--- src/rtl/pd_phy_rx_deframer.sv ---
// Receive-path deframer: finds SOP / Hard Reset ordered sets in the 5b symbol stream,
// unpacks data symbols into a byte buffer, checks CRC-32 at EOP and hands a good message
// to the protocol layer under a ready/ack handshake.
module pd_phy_rx_deframer #(
  parameter int unsigned MAX_BYTES = 34
) (
  input  logic       i_clk,
  input  logic       i_rst_n,
  input  logic [4:0] i_sym,
  input  logic       i_sym_valid,
  input  logic       i_rx_enable,
  output logic       o_msg_ready,
  input  logic       i_msg_ack,
  output logic [5:0] o_msg_len,
  input  logic [5:0] i_rd_addr,
  output logic [7:0] o_rd_data,
  output logic       o_crc_err,
  output logic       o_hard_reset_det,
  output logic       o_rx_busy
);

  localparam logic [4:0]  SymSync1   = 5'b11000;
  localparam logic [4:0]  SymSync2   = 5'b10001;
  localparam logic [4:0]  SymRst1    = 5'b00111;
  localparam logic [4:0]  SymRst2    = 5'b11001;
  localparam logic [4:0]  SymEop     = 5'b01101;
  localparam logic [31:0] CrcPoly    = 32'h04C11DB7;
  localparam logic [31:0] CrcInit    = 32'hFFFFFFFF;
  localparam logic [31:0] CrcResidue = 32'hC704DD7B;
  localparam logic [5:0]  MaxBytesW  = 6'(MAX_BYTES);
  localparam logic [5:0]  MinBytes   = 6'd6;

  typedef enum logic [2:0] {
    StIdle,
    StOrdset,
    StPayload,
    StCheck,
    StHold,
    StDiscard
  } state_e;

  state_e      r_state, w_state_d;
  logic [1:0]  r_ord_cnt, w_ord_cnt_d;
  logic [5:0]  r_byte_cnt, w_byte_cnt_d;
  logic        r_nib_phase, w_nib_phase_d;
  logic [3:0]  r_lo_nib, w_lo_nib_d;
  logic [31:0] r_crc, w_crc_d;
  logic        r_pend_good, w_pend_good;
  logic        r_pend_bad, w_pend_bad;
  logic [5:0]  r_pend_len, w_pend_len_d;
  logic        r_msg_ready, w_msg_ready_d;
  logic [5:0]  r_msg_len, w_msg_len_d;
  logic        r_crc_err, w_crc_err_d;
  logic        r_hrd;
  logic [14:0] r_hr_hist;
  logic        w_hr_match;
  logic        w_is_data;
  logic [3:0]  w_nib;
  logic        w_buf_we;
  logic [7:0]  r_buf [MAX_BYTES];

  // Four LSB-first bit steps of the MSB-first CRC register for one nibble.
  function automatic logic [31:0] crc_nibble(input logic [31:0] crc, input logic [3:0] nib);
    logic [31:0] c;
    c = crc;
    for (int i = 0; i < 4; i++) begin
      if (c[31] ^ nib[i]) c = {c[30:0], 1'b0} ^ CrcPoly;
      else                c = {c[30:0], 1'b0};
    end
    return c;
  endfunction

  // 4b5b data symbol decode; anything not listed is a control or invalid code.
  always_comb begin
    w_is_data = 1'b1;
    w_nib     = 4'h0;
    case (i_sym)
      5'b11110: w_nib = 4'h0;
      5'b01001: w_nib = 4'h1;
      5'b10100: w_nib = 4'h2;
      5'b10101: w_nib = 4'h3;
      5'b01010: w_nib = 4'h4;
      5'b01011: w_nib = 4'h5;
      5'b01110: w_nib = 4'h6;
      5'b01111: w_nib = 4'h7;
      5'b10010: w_nib = 4'h8;
      5'b10011: w_nib = 4'h9;
      5'b10110: w_nib = 4'hA;
      5'b10111: w_nib = 4'hB;
      5'b11010: w_nib = 4'hC;
      5'b11011: w_nib = 4'hD;
      5'b11100: w_nib = 4'hE;
      5'b11101: w_nib = 4'hF;
      default:  w_is_data = 1'b0;
    endcase
  end

  // The current symbol completes Hard Reset when the last three were all RST-1.
  assign w_hr_match = i_sym_valid && (i_sym == SymRst2) &&
                      (r_hr_hist == {SymRst1, SymRst1, SymRst1});

  // Hard Reset history runs in every state, independent of rx_enable.
  always_ff @(posedge i_clk or negedge i_rst_n) begin
    if (!i_rst_n) begin
      r_hr_hist <= '0;
      r_hrd     <= 1'b0;
    end else begin
      r_hrd <= w_hr_match;
      if (i_sym_valid) r_hr_hist <= {r_hr_hist[9:0], i_sym};
    end
  end

  // Next-state logic for the framing FSM, payload datapath and message handshake.
  always_comb begin
    w_state_d     = r_state;
    w_ord_cnt_d   = r_ord_cnt;
    w_byte_cnt_d  = r_byte_cnt;
    w_nib_phase_d = r_nib_phase;
    w_lo_nib_d    = r_lo_nib;
    w_crc_d       = r_crc;
    w_pend_good   = 1'b0;
    w_pend_bad    = 1'b0;
    w_pend_len_d  = r_pend_len;
    w_buf_we      = 1'b0;
    // The CHECK verdict is applied one cycle after it is taken.
    w_msg_ready_d = r_msg_ready | r_pend_good;
    w_msg_len_d   = r_pend_good ? r_pend_len : r_msg_len;
    w_crc_err_d   = r_pend_bad;

    unique case (r_state)
      StIdle: begin
        if (i_rx_enable && i_sym_valid && (i_sym == SymSync1)) begin
          w_state_d   = StOrdset;
          w_ord_cnt_d = 2'd1;
        end
      end
      StOrdset: begin
        if (!i_rx_enable) begin
          w_state_d = StIdle;
        end else if (i_sym_valid) begin
          if (r_ord_cnt == 2'd3) begin
            if (i_sym == SymSync2) begin
              w_state_d     = StPayload;
              w_byte_cnt_d  = '0;
              w_nib_phase_d = 1'b0;
              w_crc_d       = CrcInit;
            end else begin
              w_state_d = StDiscard;
            end
          end else if (i_sym == SymSync1) begin
            w_ord_cnt_d = r_ord_cnt + 2'd1;
          end else begin
            w_state_d = StDiscard;
          end
        end
      end
      StPayload: begin
        if (!i_rx_enable) begin
          w_state_d = StIdle;
        end else if (i_sym_valid) begin
          if (w_is_data) begin
            w_crc_d = crc_nibble(r_crc, w_nib);
            if (!r_nib_phase) begin
              w_lo_nib_d    = w_nib;
              w_nib_phase_d = 1'b1;
            end else if (r_byte_cnt >= MaxBytesW) begin
              w_state_d = StDiscard;
            end else begin
              w_buf_we      = 1'b1;
              w_byte_cnt_d  = r_byte_cnt + 6'd1;
              w_nib_phase_d = 1'b0;
            end
          end else if (i_sym == SymEop) begin
            w_state_d = StCheck;
          end else begin
            w_state_d = StDiscard;
          end
        end
      end
      StCheck: begin
        if (!i_rx_enable) begin
          w_state_d = StIdle;
        end else if (r_nib_phase || (r_byte_cnt < MinBytes)) begin
          w_pend_bad = 1'b1;
          w_state_d  = StIdle;
        end else if (r_crc != CrcResidue) begin
          w_pend_bad = 1'b1;
          w_state_d  = StIdle;
        end else begin
          w_pend_good  = 1'b1;
          w_pend_len_d = r_byte_cnt - 6'd4;
          w_state_d    = StHold;
        end
      end
      StHold: begin
        if (r_msg_ready && i_msg_ack) begin
          w_msg_ready_d = 1'b0;
          w_state_d     = StIdle;
        end
      end
      StDiscard: begin
        if (!i_rx_enable || (i_sym_valid && (i_sym == SymEop))) w_state_d = StIdle;
      end
      default: w_state_d = StIdle;
    endcase

    // Hard Reset pre-empts everything, including a verdict in flight.
    if (w_hr_match) begin
      w_state_d     = StIdle;
      w_pend_good   = 1'b0;
      w_pend_bad    = 1'b0;
      w_msg_ready_d = 1'b0;
      w_msg_len_d   = r_msg_len;
      w_crc_err_d   = 1'b0;
    end
  end

  // State and control registers.
  always_ff @(posedge i_clk or negedge i_rst_n) begin
    if (!i_rst_n) begin
      r_state     <= StIdle;
      r_ord_cnt   <= '0;
      r_byte_cnt  <= '0;
      r_nib_phase <= 1'b0;
      r_lo_nib    <= '0;
      r_crc       <= CrcInit;
      r_pend_good <= 1'b0;
      r_pend_bad  <= 1'b0;
      r_pend_len  <= '0;
      r_msg_ready <= 1'b0;
      r_msg_len   <= '0;
      r_crc_err   <= 1'b0;
    end else begin
      r_state     <= w_state_d;
      r_ord_cnt   <= w_ord_cnt_d;
      r_byte_cnt  <= w_byte_cnt_d;
      r_nib_phase <= w_nib_phase_d;
      r_lo_nib    <= w_lo_nib_d;
      r_crc       <= w_crc_d;
      r_pend_good <= w_pend_good;
      r_pend_bad  <= w_pend_bad;
      r_pend_len  <= w_pend_len_d;
      r_msg_ready <= w_msg_ready_d;
      r_msg_len   <= w_msg_len_d;
      r_crc_err   <= w_crc_err_d;
    end
  end

  // Message buffer: written only from PAYLOAD, never reset.
  always_ff @(posedge i_clk) begin
    if (w_buf_we) r_buf[r_byte_cnt] <= {w_nib, r_lo_nib};
  end

  // Combinational read port; out-of-range addresses read as zero.
  always_comb begin
    o_rd_data = 8'h00;
    if (i_rd_addr < MaxBytesW) o_rd_data = r_buf[i_rd_addr];
  end

  assign o_msg_ready      = r_msg_ready;
  assign o_msg_len        = r_msg_len;
  assign o_crc_err        = r_crc_err;
  assign o_hard_reset_det = r_hrd;
  assign o_rx_busy        = (r_state == StOrdset) || (r_state == StPayload) ||
                            (r_state == StCheck)  || (r_state == StDiscard);

endmodule

--- config.mk ---
export PLATFORM = sky130hd
export DESIGN_NAME = pd_phy_rx_deframer
export DESIGN_NICKNAME = d
export VERILOG_FILES = /design/src/rtl/pd_phy_rx_deframer.sv
export SDC_FILE = /design/constraint.sdc
export NUM_CORES = 1
export LEC_CHECK = 0
export BUFFER_PORTS_ARGS = -buffer_cell sky130_fd_sc_hd__buf_4
export CAP_MARGIN = 20
export CORE_AREA = 5 5 212 214
export DETAILED_ROUTE_END_ITERATION = 6
export DIE_AREA = 0 0 217 219
export GPL_TIMING_DRIVEN = 1
export PLACE_DENSITY_LB_ADDON = 0.05
export SETUP_SLACK_MARGIN = 0.3
export SYNTH_ARGS = -nofsm -noshare
export SYNTH_HDL_FRONTEND = slang
export SYNTH_SLANG_ARGS = --single-unit
--- constraint.sdc ---
create_clock -name i_clk -period 7.6 [get_ports i_clk]
set_clock_uncertainty 0.1 [all_clocks]
set_input_delay 1.52 -clock i_clk [delete_from_list [all_inputs] [get_ports i_clk]]
set_output_delay 1.52 -clock i_clk [all_outputs]
set_load 0.1 [all_outputs]
==> impl_metrics.json <==
{
  "setup_viol": 0,
  "viasPerCell": 5.20,
  "dp_hpwl_um": 21400,
  "critical_path.startpoint_type": "input port",
  "worst_pin_slew_ns": 1.10,
  "yosys_register_bits": 352,
  "crit_required_ns": 5.98,
  "syn_avg_cell_area_um2": 17.2,
  "place_area_mm2": 0.0156,
  "ioPinCount": 34,
  "fmax_mhz": 175,
  "drc": 0,
  "hold_buffers": 0,
  "areaGrowthSynthToFinish_pct": 15.1,
  "overflow": 0,
  "antenna_cells": 0,
  "path_class": "input port to primary output",
  "fin_nets": 924,
  "antenna_found_initial": 1,
  "drt_wl_total_um": 35000,
  "ys.flop_type": "edfxtp_1",
  "rsz0062_at_grt": "false",
  "die-area_mm2": 0.0475,
  "yosysTopAreaCell": "edfxtp_1",
  "cts_root_buf": "clkbuf_16",
  "cp_common_cell": "buf_4",
  "swShare_pct": 22.7,
  "postLayoutCellArea_mm2": 0.0170,
  "synth_top_cell_area_share_pct": 55.4,
  "core_mm2": 0.0427,
  "htreeDepth": 2,
  "tritoncts": "done",
  "synth.top_cells.by_area": "edfxtp_1, mux4_2, dfrtp_1, dfstp_2, mux2_2",
  "synth_cell_type_count": 67,
  "period_share_pct": 75.1,
  "insertion_delay_ns": 0.56,
  "clkSinkCount": 352,
  "clkPwrFrac_pct": 44.0,
  "die_width_um": 217,
  "slew_violations": 0,
  "cap_violations": 0,
  "grt_pass1_wl_um": 53100,
  "p_leak_nw": 5.59,
  "finalHoldViolCount": 0,
  "ir_worst_vdd_v": 0.000134,
  "clk_pin_slew_ns": 0.05,
  "slowest_stage": "mux4_2",
  "grt_pass1_vias": 8271,
  "p_per_area_mw_per_mm2": 257,
  "clockBufferDepth": 3,
  "syn_inst": 857,
  "power_switching_mw": 0.990,
  "grt_usage_pct": 14.9,
  "dr.pass1.iters": 6,
  "gp_congestion": 0.765,
  "via_count": 7703,
  "yosysSeqAreaShare_pct": 69.2,
  "synthArstFlopShare_pct": 22.7,
  "path_cells": "buf_4 -> buf_12 -> mux4_2 -> mux2_2 -> a22oi_1 -> nor2_1 -> a21oi_1 -> o221ai_1 -> buf_4",
  "hold_path.class": "flop to flop",
  "numCtsBuffers": 41,
  "syn_nets": 879,
  "status": "finished, final reports clean",
  "port_buffers": 33,
  "synth_area_mm2": 0.0148,
  "postCtsSetupBuffers": 0,
  "synth_edf_count": 272,
  "avgRoutedWirePerCell_um": 23.6,
  "ys_warn_count": 0,
  "drive_above_1_share_pct": 27.2,
  "fin_cells": 1481,
  "cts-resized-gates": 0,
  "dr.first_iter.drc_count": 563,
  "grt_max_degree": 81,
  "fillers": 3850,
  "p_int_mw": 3.38,
  "critPathMaxStageDelay_ns": 0.53,
  "p_seq_share_pct": 49.1,
  "die_y_um": 219,
  "hold_ws_ns": 0.379,
  "p_total_mw": 4.37,
  "cp_top_family": "buffers and inverters",
  "endpoint_kind": "primary output",
  "fp-row-count": 76,
  "worstPathArrival_ns": 4.08,
  "antenna_left": 0,
  "comb_power_share_pct": 6.9,
  "relSlewSlack_pct": 26.7,
  "post-route-min-period_ns": 5.70,
  "path_buf_inv": 3,
  "dp.cells": 1400,
  "crit_fanout": 32,
  "tns_ns": 0,
  "start_util_pct": 34.6
}
[kinds of logic (layout without fill, tap and decap cells)]
family / count (synthesis) / count (layout) / synth area share [%]
compound gates: 106 / 106 / 4.62
fa+ha+maj: 6 / 6 / 0.509
mux: 119 / 119 / 14.5
simple gates: 177 / 177 / 6.28
buf+inv: 57 / 135 / 1.72
flops: 352 / 352 / 69.2
xor+xnor: 40 / 40 / 3.16
[per-stage QoR]
stage               utilization [%]  setup WS, ns
global route                   39.8          1.68
finish                         39.8          1.90
CTS                            39.6          1.85
detailed placement             36.5          1.85
floorplan                         -          1.71
global placement               36.5          1.86
[power groups by stage]
stage                     Combinational (mW)  Sequential, mW  Clock, mW
after floorplan                        0.231            2.17          0
after global placement                 0.301            2.18          0
after detailed placement               0.305            2.18          0
after CTS                              0.307            2.15       1.98
after global routing                   0.330            2.15       2.06
final                                  0.302            2.15       1.92
[cell usage after synthesis (2+ instances only)]
cell type and number:
buf_2 14, nand2b_1 4, o21ai_1 2, or4_1 2, nor2b_1 11, nor4bb_1 4, or3_1 5, inv_1 11
mux2i_1 18, xor2_1 14, o22a_1 7, dfstp_2 32, edfxtp_1 272, a31oi_1 3, o21ai_0 14, xnor2_2 3
nor2_1 77, mux2_4 3, o221ai_1 3, nor4_1 3, a21oi_1 41, and2_1 5, nor3_1 7, buf_4 4
a22oi_1 2, nand2_1 22, and4b_1 4, nand4_1 7, nand3_1 10, ha_1 6, o22ai_1 8, xnor2_1 17
mux2_2 26, mux4_2 72, dfrtp_1 48, or2_2 2, a211oi_1 12, nand4b_1 5, buf_1 3, xnor3_1 4
clkbuf_1 24
[cell type report]
class,instances,area [µm²],area share [%]
multi-input combinational,448,4310,25.4
inverter,11,41.3,0.243
clock buffer,55,1120,6.60
timing repair buffer,48,428,2.52
sequential,352,10200,60.1
tap,546,683,4.02
clock inverter,21,196,1.16
[registers in the layout, summed over array words and instances, names as in the netlist]
register          cells
r_buf               272
r_crc                32
r_hr_hist            15
o_msg_len             6
r_byte_cnt            6
r_pend_len            6
r_lo_nib              4
r_state               3
r_ord_cnt             2
o_crc_err             1
o_hard_reset_det      1
o_msg_ready           1
r_nib_phase           1
r_pend_bad            1
r_pend_good           1
[worst reg2reg max path, delay by kind of cell (launching register included)]
kind               cells  cell delay (ns)
AOI/OAI and AO/OA      1             0.17
DFF                    1             0.48
and+or+nand+nor        5             2.39
[routing by layer]
| layer | GRT usage (%) | share of wire, % |
|---|---|---|
| met3 | 2.99 | 4.5 |
| met5 | 0 | 0.037 |
| met1 | 20.2 | 45 |
| met2 | 24.2 | 47 |
| met4 | 4.91 | 2.6 |
[final timing paths]
path	endpoint	from	cells past startpoint	slack, ns
min in group asynchronous	r_crc[8]$_DFFE_PN1P_	i_rst_n	1	0.90
worst min-delay path	o_crc_err$_DFF_PN0_	r_pend_bad$_DFF_PN0_	1	0.38
worst max-delay path	o_rd_data[7]	i_rd_addr[0]	9	1.90
max in group asynchronous	r_crc[11]$_DFFE_PN1P_	i_rst_n	2	6.09
worst min register to register	o_crc_err$_DFF_PN0_	r_pend_bad$_DFF_PN0_	1	0.38
worst max register to register	r_buf[20][2]$_DFFE_PP_	r_state[0]$_DFFE_PN0P_	6	4.07
[placed cells by master, fill, tap and decap left out, drive strengths merged, types with 4 or more instances in the layout]
master	synthesis	routed
buf	22	48
nand4b	5	5
inv	11	12
nor2	78	78
mux4	72	72
o22a	7	7
a21oi	42	42
nand2b	4	4
and2	5	5
edfxtp	272	272
clkinv	0	16
nor2b	11	11
o21ai	17	17
a211oi	12	12
and4b	4	4
nand2	23	23
mux2i	18	18
dfstp	32	32
or3	5	5
xor2	15	15
clkbuf	24	55
o22ai	8	8
xnor2	21	21
xnor3	4	4
nor4bb	4	4
dfrtp	48	48
nor3	7	7
mux2	29	29
ha	6	6
nand4	7	7
nand3	10	10
No activity file was read; power rests on OpenSTA's default activity.
